[config.mk]
export PLATFORM = sky130hd
export DESIGN_NAME = sonar_frame_tx_ctrl
export DESIGN_NICKNAME = d
export VERILOG_FILES = /design/src/rtl/sonar_tx_pkg.sv /design/src/rtl/bcd_ascii_mux.sv /design/src/rtl/sonar_frame_tx_ctrl.sv
export SDC_FILE = /design/constraint.sdc
export NUM_CORES = 1
export LEC_CHECK = 0
export ABC_AREA = 1
export CAP_MARGIN = 10
export CORE_MARGIN = 3
export CORE_UTILIZATION = 55
export CTS_BUF_LIST = sky130_fd_sc_hd__clkbuf_8
export DETAILED_ROUTE_END_ITERATION = 10
export HOLD_SLACK_MARGIN = 0.02
export PLACE_DENSITY = 0.83
export SYNTH_ARGS = -nofsm -noshare
export SYNTH_HDL_FRONTEND = slang
export SYNTH_SLANG_ARGS = --single-unit
[constraint.sdc]
create_clock -name clock -period 1.9 [get_ports clock]
set_input_delay 0.38 -clock clock [delete_from_list [all_inputs] [get_ports clock]]
set_output_delay 0.38 -clock clock [all_outputs]
set_load 0.05 [all_outputs]
[src/rtl/sonar_tx_pkg.sv]
// Shared types and constants for the sonar frame transmitter.
// Checksum build option: SONAR_TX_CHECKSUM_EN.
package sonar_tx_pkg;

   typedef enum logic [3:0] {
      IDLE    = 4'h0,
      CARREGA = 4'h1,
      ENVIA   = 4'h2,
      ESPERA  = 4'h3,
      PROXIMO = 4'h4,
      FIM     = 4'h5,
      ERRO    = 4'hF
   } state_t;

   localparam logic [6:0] ASCII_ZERO    = 7'h30;
   localparam logic [6:0] ASCII_COMMA   = 7'h2C;
   localparam logic [6:0] ASCII_HASH    = 7'h23;
   localparam logic [6:0] ASCII_INVALID = 7'h3F;

   localparam logic [3:0] LAST_IDX_BASE  = 4'd7;
   localparam logic [3:0] LAST_IDX_CKSUM = 4'd8;

   function automatic logic [6:0] digit_ascii(input logic [3:0] n);
      return (n <= 4'd9) ? ASCII_ZERO + {3'b000, n} : ASCII_INVALID;
   endfunction

   function automatic logic [3:0] digit_val(input logic [3:0] n);
      return (n <= 4'd9) ? n : 4'd0;
   endfunction

endpackage

[src/rtl/bcd_ascii_mux.sv]
// Selects the ASCII character for a frame index from the latched operands.
// SONAR_TX_CHECKSUM_EN adds a checksum character before the terminator.
module bcd_ascii_mux
   import sonar_tx_pkg::*;
(
   input  logic [3:0]  indice,
   input  logic [11:0] angulo,
   input  logic [11:0] distancia,
   output logic [6:0]  caractere
);

`ifdef SONAR_TX_CHECKSUM_EN
   logic [5:0] soma;
   logic [6:0] checksum;

   // Invalid nibbles contribute nothing to the sum
   always_comb begin
      soma = {2'b00, digit_val(angulo[11:8])}
           + {2'b00, digit_val(angulo[7:4])}
           + {2'b00, digit_val(angulo[3:0])}
           + {2'b00, digit_val(distancia[11:8])}
           + {2'b00, digit_val(distancia[7:4])}
           + {2'b00, digit_val(distancia[3:0])};
      checksum = ASCII_ZERO + {1'b0, soma % 6'd10};
   end
`endif

   always_comb begin
      caractere = ASCII_HASH;
      case (indice)
         4'd0: caractere = digit_ascii(angulo[11:8]);
         4'd1: caractere = digit_ascii(angulo[7:4]);
         4'd2: caractere = digit_ascii(angulo[3:0]);
         4'd3: caractere = ASCII_COMMA;
         4'd4: caractere = digit_ascii(distancia[11:8]);
         4'd5: caractere = digit_ascii(distancia[7:4]);
         4'd6: caractere = digit_ascii(distancia[3:0]);
`ifdef SONAR_TX_CHECKSUM_EN
         4'd7: caractere = checksum;
`endif
         default: caractere = ASCII_HASH;
      endcase
   end

endmodule

[src/rtl/sonar_frame_tx_ctrl.sv]
// Sequences the UART TX to send "AAA,DDD#" with a per-character watchdog.
// SONAR_TX_CHECKSUM_EN inserts a checksum character before '#'.
module sonar_frame_tx_ctrl
   import sonar_tx_pkg::*;
#(
   parameter int TIMEOUT_CYCLES = 10000
) (
   input  logic        clock,
   input  logic        reset,
   input  logic        iniciar,
   input  logic [11:0] angulo,
   input  logic [11:0] distancia,
   input  logic        pronto_serial,
   output logic        partida_serial,
   output logic [6:0]  dados_ascii,
   output logic        ocupado,
   output logic        pronto,
   output logic        erro,
   output logic [3:0]  db_estado,
   output logic [3:0]  db_indice
);

   localparam int WD_W = $clog2(TIMEOUT_CYCLES);
   localparam logic [WD_W-1:0] WD_MAX = WD_W'(TIMEOUT_CYCLES - 1);

`ifdef SONAR_TX_CHECKSUM_EN
   localparam logic [3:0] LAST_IDX = LAST_IDX_CKSUM;
`else
   localparam logic [3:0] LAST_IDX = LAST_IDX_BASE;
`endif

   state_t state, state_n;
   logic [3:0] indice, indice_n;
   logic [11:0] ang_q, ang_n;
   logic [11:0] dist_q, dist_n;
   logic [WD_W-1:0] wd;
   logic wd_exp;
   logic erro_q;
   logic [6:0] dados_q, car_n;

   assign wd_exp = (wd == WD_MAX);

   always_comb begin
      state_n = state;
      unique case (state)
         IDLE:    if (iniciar) state_n = CARREGA;
         CARREGA: state_n = ENVIA;
         ENVIA:   state_n = ESPERA;
         ESPERA: begin
            // A done pulse on the expiry cycle still counts
            if (pronto_serial)
               state_n = (indice == LAST_IDX) ? FIM : PROXIMO;
            else if (wd_exp)
               state_n = ERRO;
         end
         PROXIMO: state_n = ENVIA;
         FIM:     state_n = IDLE;
         ERRO:    state_n = IDLE;
         default: state_n = IDLE;
      endcase
   end

   always_comb begin
      indice_n = indice;
      ang_n    = ang_q;
      dist_n   = dist_q;
      if (state == CARREGA) begin
         indice_n = 4'd0;
         ang_n    = angulo;
         dist_n   = distancia;
      end else if (state == PROXIMO) begin
         indice_n = indice + 4'd1;
      end
   end

   // Character is looked up from next-cycle values so it lands with ENVIA
   bcd_ascii_mux u_mux (
      .indice    (indice_n),
      .angulo    (ang_n),
      .distancia (dist_n),
      .caractere (car_n)
   );

   always_ff @(posedge clock) begin
      if (reset) begin
         state   <= IDLE;
         indice  <= 4'd0;
         ang_q   <= 12'd0;
         dist_q  <= 12'd0;
         wd      <= '0;
         erro_q  <= 1'b0;
         dados_q <= 7'd0;
      end else begin
         state   <= state_n;
         indice  <= indice_n;
         ang_q   <= ang_n;
         dist_q  <= dist_n;
         wd      <= (state == ESPERA) ? wd + WD_W'(1) : '0;
         if (state == CARREGA)
            erro_q <= 1'b0;
         else if (state_n == ERRO)
            erro_q <= 1'b1;
         if (state_n == IDLE || state_n == CARREGA)
            dados_q <= 7'd0;
         else
            dados_q <= car_n;
      end
   end

   assign partida_serial = (state == ENVIA);
   assign pronto         = (state == FIM);
   assign ocupado        = (state != IDLE);
   assign erro           = erro_q;
   assign dados_ascii    = dados_q;
   assign db_estado      = state;
   assign db_indice      = indice;

endmodule

==> summary.md, run 1 <==
| Metric | Value |
|---|---|
| Status | `finished clean` |
| Post-CTS Hold Buffers | `0` |
| Crit path kind | `reg2out` |
| Slew headroom | `0.657` |
| Design Area, Final | `3430 sq um` |
| DRC | `0` |
| Final core occ | `0.751` |
| Routed WL | `between 6000 and 7000 microns` |
| Area grow syn2layout | `26.2%` |
| GRT Residual Overflow | `0` |
| Initial Utilization | `0.595` |
| CTS Buf Count | `5` |
| Final clock skew | `around 4.8 ps` |
| CTS root buf | `clkbuf_8` |
| Max incr delay on CP | `810 ps` |
| Final ANT Viol Nets | `0` |
| Worst reg-to-reg setup slack | `roughly 150 ps` |
| Insertion delay to the later sink of the worst-skew pair | `between 300 and 400 ps` |
| Yosys warns | `0` |
| Max Cap Viol | `0` |
| WP buf/inv | `1` |
| Yosys top cell by area | `dfxtp_1` |
| Average vias per placed instance | `5.09` |
| Arr. time, crit path | `around 1500 ps` |
| Overall Power | `2.67 mW` |
| ANT cells | `0` |
| Type of the worst min-delay path | `reg2reg` |
| Hold violation count in the final report | `0` |
| Worst Setup End Kind | `output port` |
| Total GRT Usage | `0.224` |
| Worst VDD drop | `655 uV` |
| Worst r2r src | `db_estado[3]` |
| Die area | `~5800 sq um` |
| Area contributors post-synth | `dfxtp_1 (39%), nand2_1 (15%), nor2_1 (8.9%)` |
| Routability cong. | `0.876` |
| Port bufs | `45` |
| Via count | `2679` |
| Final setup vio count | `0` |
| Slew Viols, Final | `0` |
| FILL cells | `about 380` |
| Vias in the first global route | `2362` |
| CP max-delay cell | `clkdlybuf4s50_1` |
| Post-synth cell types | `36` |
| Pwr Density | `just under 800 nW/um^2` |
| Post-synthesis instance total | `408` |
| Post-synthesis register bit count | `53` |
| CTS max path bufs | `2` |
| Place WS | `roughly 55 ps` |
| Worst path depth | `1` |
| Crit path max-delay family | `buffers and inverters` |
| Final setup TNS | `0 ps` |
| Capturing point of the worst reg2reg path | `dados_ascii[0]` |
| CP required | `about 1500 ps` |
| Final nets | `490` |
| HPWL after detailed placement | `roughly 4700 microns` |
| Clk slew on worst S/H paths | `about 90 ps` |
| Synth Net Count | `about 440` |
| Crit path launch | `erro` |
| Min Clock Period, post-route | `between 1500 and 2000 ps` |
| CTS tree | `yes` |
| Cell Area, Synth | `approximately 2700 sq um` |
| Measured slew at the worst slew-check pin | `514 ps` |
| TritonRoute pass-1 iters | `4` |
| Final setup margin | `around 46 ps` |
| Final worst path period share | `0.976` |
| Top-Level Pins | `between 40 and 50` |
| DP Area | `about 3300 sq um` |
| Leak | `around 1.6 nW` |
| Die width | `between 70 and 80 microns` |
| Layout cell share with drive strength beyond 1 | `0.137` |
| Crit path capture | `erro` |
| Rows | `24` |
| Achievable Freq | `~0.54 GHz` |
| Avg Cell Area, Syn | `around 6.7 sq um` |
| Synth top area share | `0.391` |
| Core area | `4560 sq um` |
| CP startpoint kind | `flop` |
| CP Cell Sequence | `clkdlybuf4s50_1` |
| Pin count of the biggest net entering global routing | `30` |
| Worst r2r path cells | `10` |
| CP max FO | `2` |
| Post-synthesis sequential area ratio | `0.391` |
| Initial antenna violation count | `0` |
| H-tree depth | `2` |
| Clock sinks | `53` |
| First-pass GRT wire length | `10700 microns` |
| Die height | `about 76 microns` |
| Drt wl/cell | `around 12 microns` |
| DR iter-0 viols | `about 170` |
cells in the final DEF (no fill, tap or decap), drive strengths merged:
cell type / synthesis / routed
a21boi: 1 / 1
a21oi: 17 / 17
a311oi: 1 / 1
and3: 1 / 1
buf: 6 / 18
clkbuf: 4 / 5
clkdlybuf4s50: 0 / 34
conb: 1 / 1
dfxtp: 53 / 53
dlymetal6s2s: 0 / 3
ha: 2 / 2
inv: 58 / 62
mux2i: 2 / 2
nand2: 115 / 115
nand3: 21 / 21
nand3b: 8 / 8
nand4: 9 / 9
nor2: 68 / 68
nor3: 10 / 10
nor3b: 1 / 1
nor4: 1 / 1
o21ai: 22 / 22
o21bai: 1 / 1
or2: 4 / 4
xor2: 1 / 1
worst min-delay path by stage:
stage / cells after the start / start / to
2_1_floorplan: 1 / wd[0] / wd[0]
3_3_place_gp: 1 / wd[0] / wd[0]
3_5_place_dp: 1 / wd[0] / wd[0]
4_1_cts: 1 / wd[0] / wd[0]
5_1_grt: 1 / wd[0] / wd[0]
6_report: 1 / wd[0] / wd[0]
Yosys cell counts:
library cell / n
nor2_4: 2
nand4_1: 9
or2_0: 2
buf_4: 2
nor3_1: 10
buf_6: 3
nand2_4: 2
nand2_2: 3
clkinv_1: 1
nand3_1: 19
a21oi_1: 16
inv_2: 3
mux2i_1: 2
a21boi_0: 1
nand3_2: 2
or2_2: 2
o21ai_1: 2
nor3b_1: 1
buf_2: 1
o21bai_2: 1
nand3b_1: 8
o21ai_2: 6
ha_1: 2
conb_1: 1
a311oi_1: 1
xor2_1: 1
o21ai_0: 14
and3_1: 1
nand2_1: 110
clkbuf_1: 4
inv_1: 55
dfxtp_1: 53
nor2_1: 64
a21oi_2: 1
nor4_1: 1
nor2_2: 2
area by class of cell:
cell class	count	area [sq um]	area share
inverter	59	221	0.0646
timing repair buffer	55	546	0.159
multi-input combinational	286	1430	0.416
tap	65	81.3	0.0237
clock inverter	3	11.3	0.00329
clock buffer	5	68.8	0.0201
sequential	53	1070	0.313
flip-flops by register name (all words and copies together), names as in the netlist:
register,count
wd,14
ang_q,12
dist_q,12
dados_ascii,6
db_estado,4
db_indice,4
erro,1
cells by family (layout without fill, tap and decap cells):
| logic type | Yosys count | in the layout | synth area share |
|---|---|---|---|
| flops | 53 | 53 | 0.391 |
| buf+inv | 69 | 122 | 0.107 |
| mux | 2 | 2 | 0.00738 |
| simple gates | 238 | 238 | 0.389 |
| compound gates | 42 | 42 | 0.0918 |
| fa+ha+maj | 2 | 2 | 0.00922 |
| other cells | 1 | 1 | 0.00138 |
| xor+xnor | 1 | 1 | 0.00323 |
worst reg2reg max path: cells and delay by family, from the launching register on:
family / cells / cell delay, ps
AOI/OAI and AO/OA: 2 / 230
DFF: 1 / 360
and+or+nand+nor: 7 / 920
buffers and inverters: 1 / 160
per-stage QoR:
step / hold WS (ps) / std cells
final: 449 / 526
after detailed placement: 433 / 517
after CTS: 452 / 525
after global placement: 427 / 517
after global routing: 486 / 526
after floorplan: 413 / 408
routing by layer:
layer	wire, microns	GRT usage	vias to the layer above
met5	0	0	-
met4	78	0.0652	0
met3	337	0.0485	7
met2	2860	0.356	72
met1	3060	0.306	1214
li1	-	-	1386
power breakdown:
| group | switching (mW) | internal [mW] | total (mW) |
|---|---|---|---|
| combinational | 0.527 | 0.309 | 0.836 |
| clock | 0.351 | 0.246 | 0.598 |
| sequential | 0.0393 | 1.20 | 1.24 |
what timing repair did:
item / 4_1_cts / 5_1_grt
resized for setup: 0 / 22
buffers inserted: 0 / 1
endpoints found under the setup margin: 0 / 19
Power figures use the tool's default switching activity.
==> run 2, diff against run 1 <==
--- a/config.mk
+++ b/config.mk
@@ -10,8 +10,9 @@
 export CORE_MARGIN = 3
 export CORE_UTILIZATION = 55
 export CTS_BUF_LIST = sky130_fd_sc_hd__clkbuf_8
+export CTS_CLUSTER_SIZE = 24
 export DETAILED_ROUTE_END_ITERATION = 10
-export HOLD_SLACK_MARGIN = 0.02
+export HOLD_SLACK_MARGIN = 0.05
 export PLACE_DENSITY = 0.83
 export SYNTH_ARGS = -nofsm -noshare
 export SYNTH_HDL_FRONTEND = slang
==> results of run 2 <==
The final DEF is identical to that of run 1; final timing and power are the same.
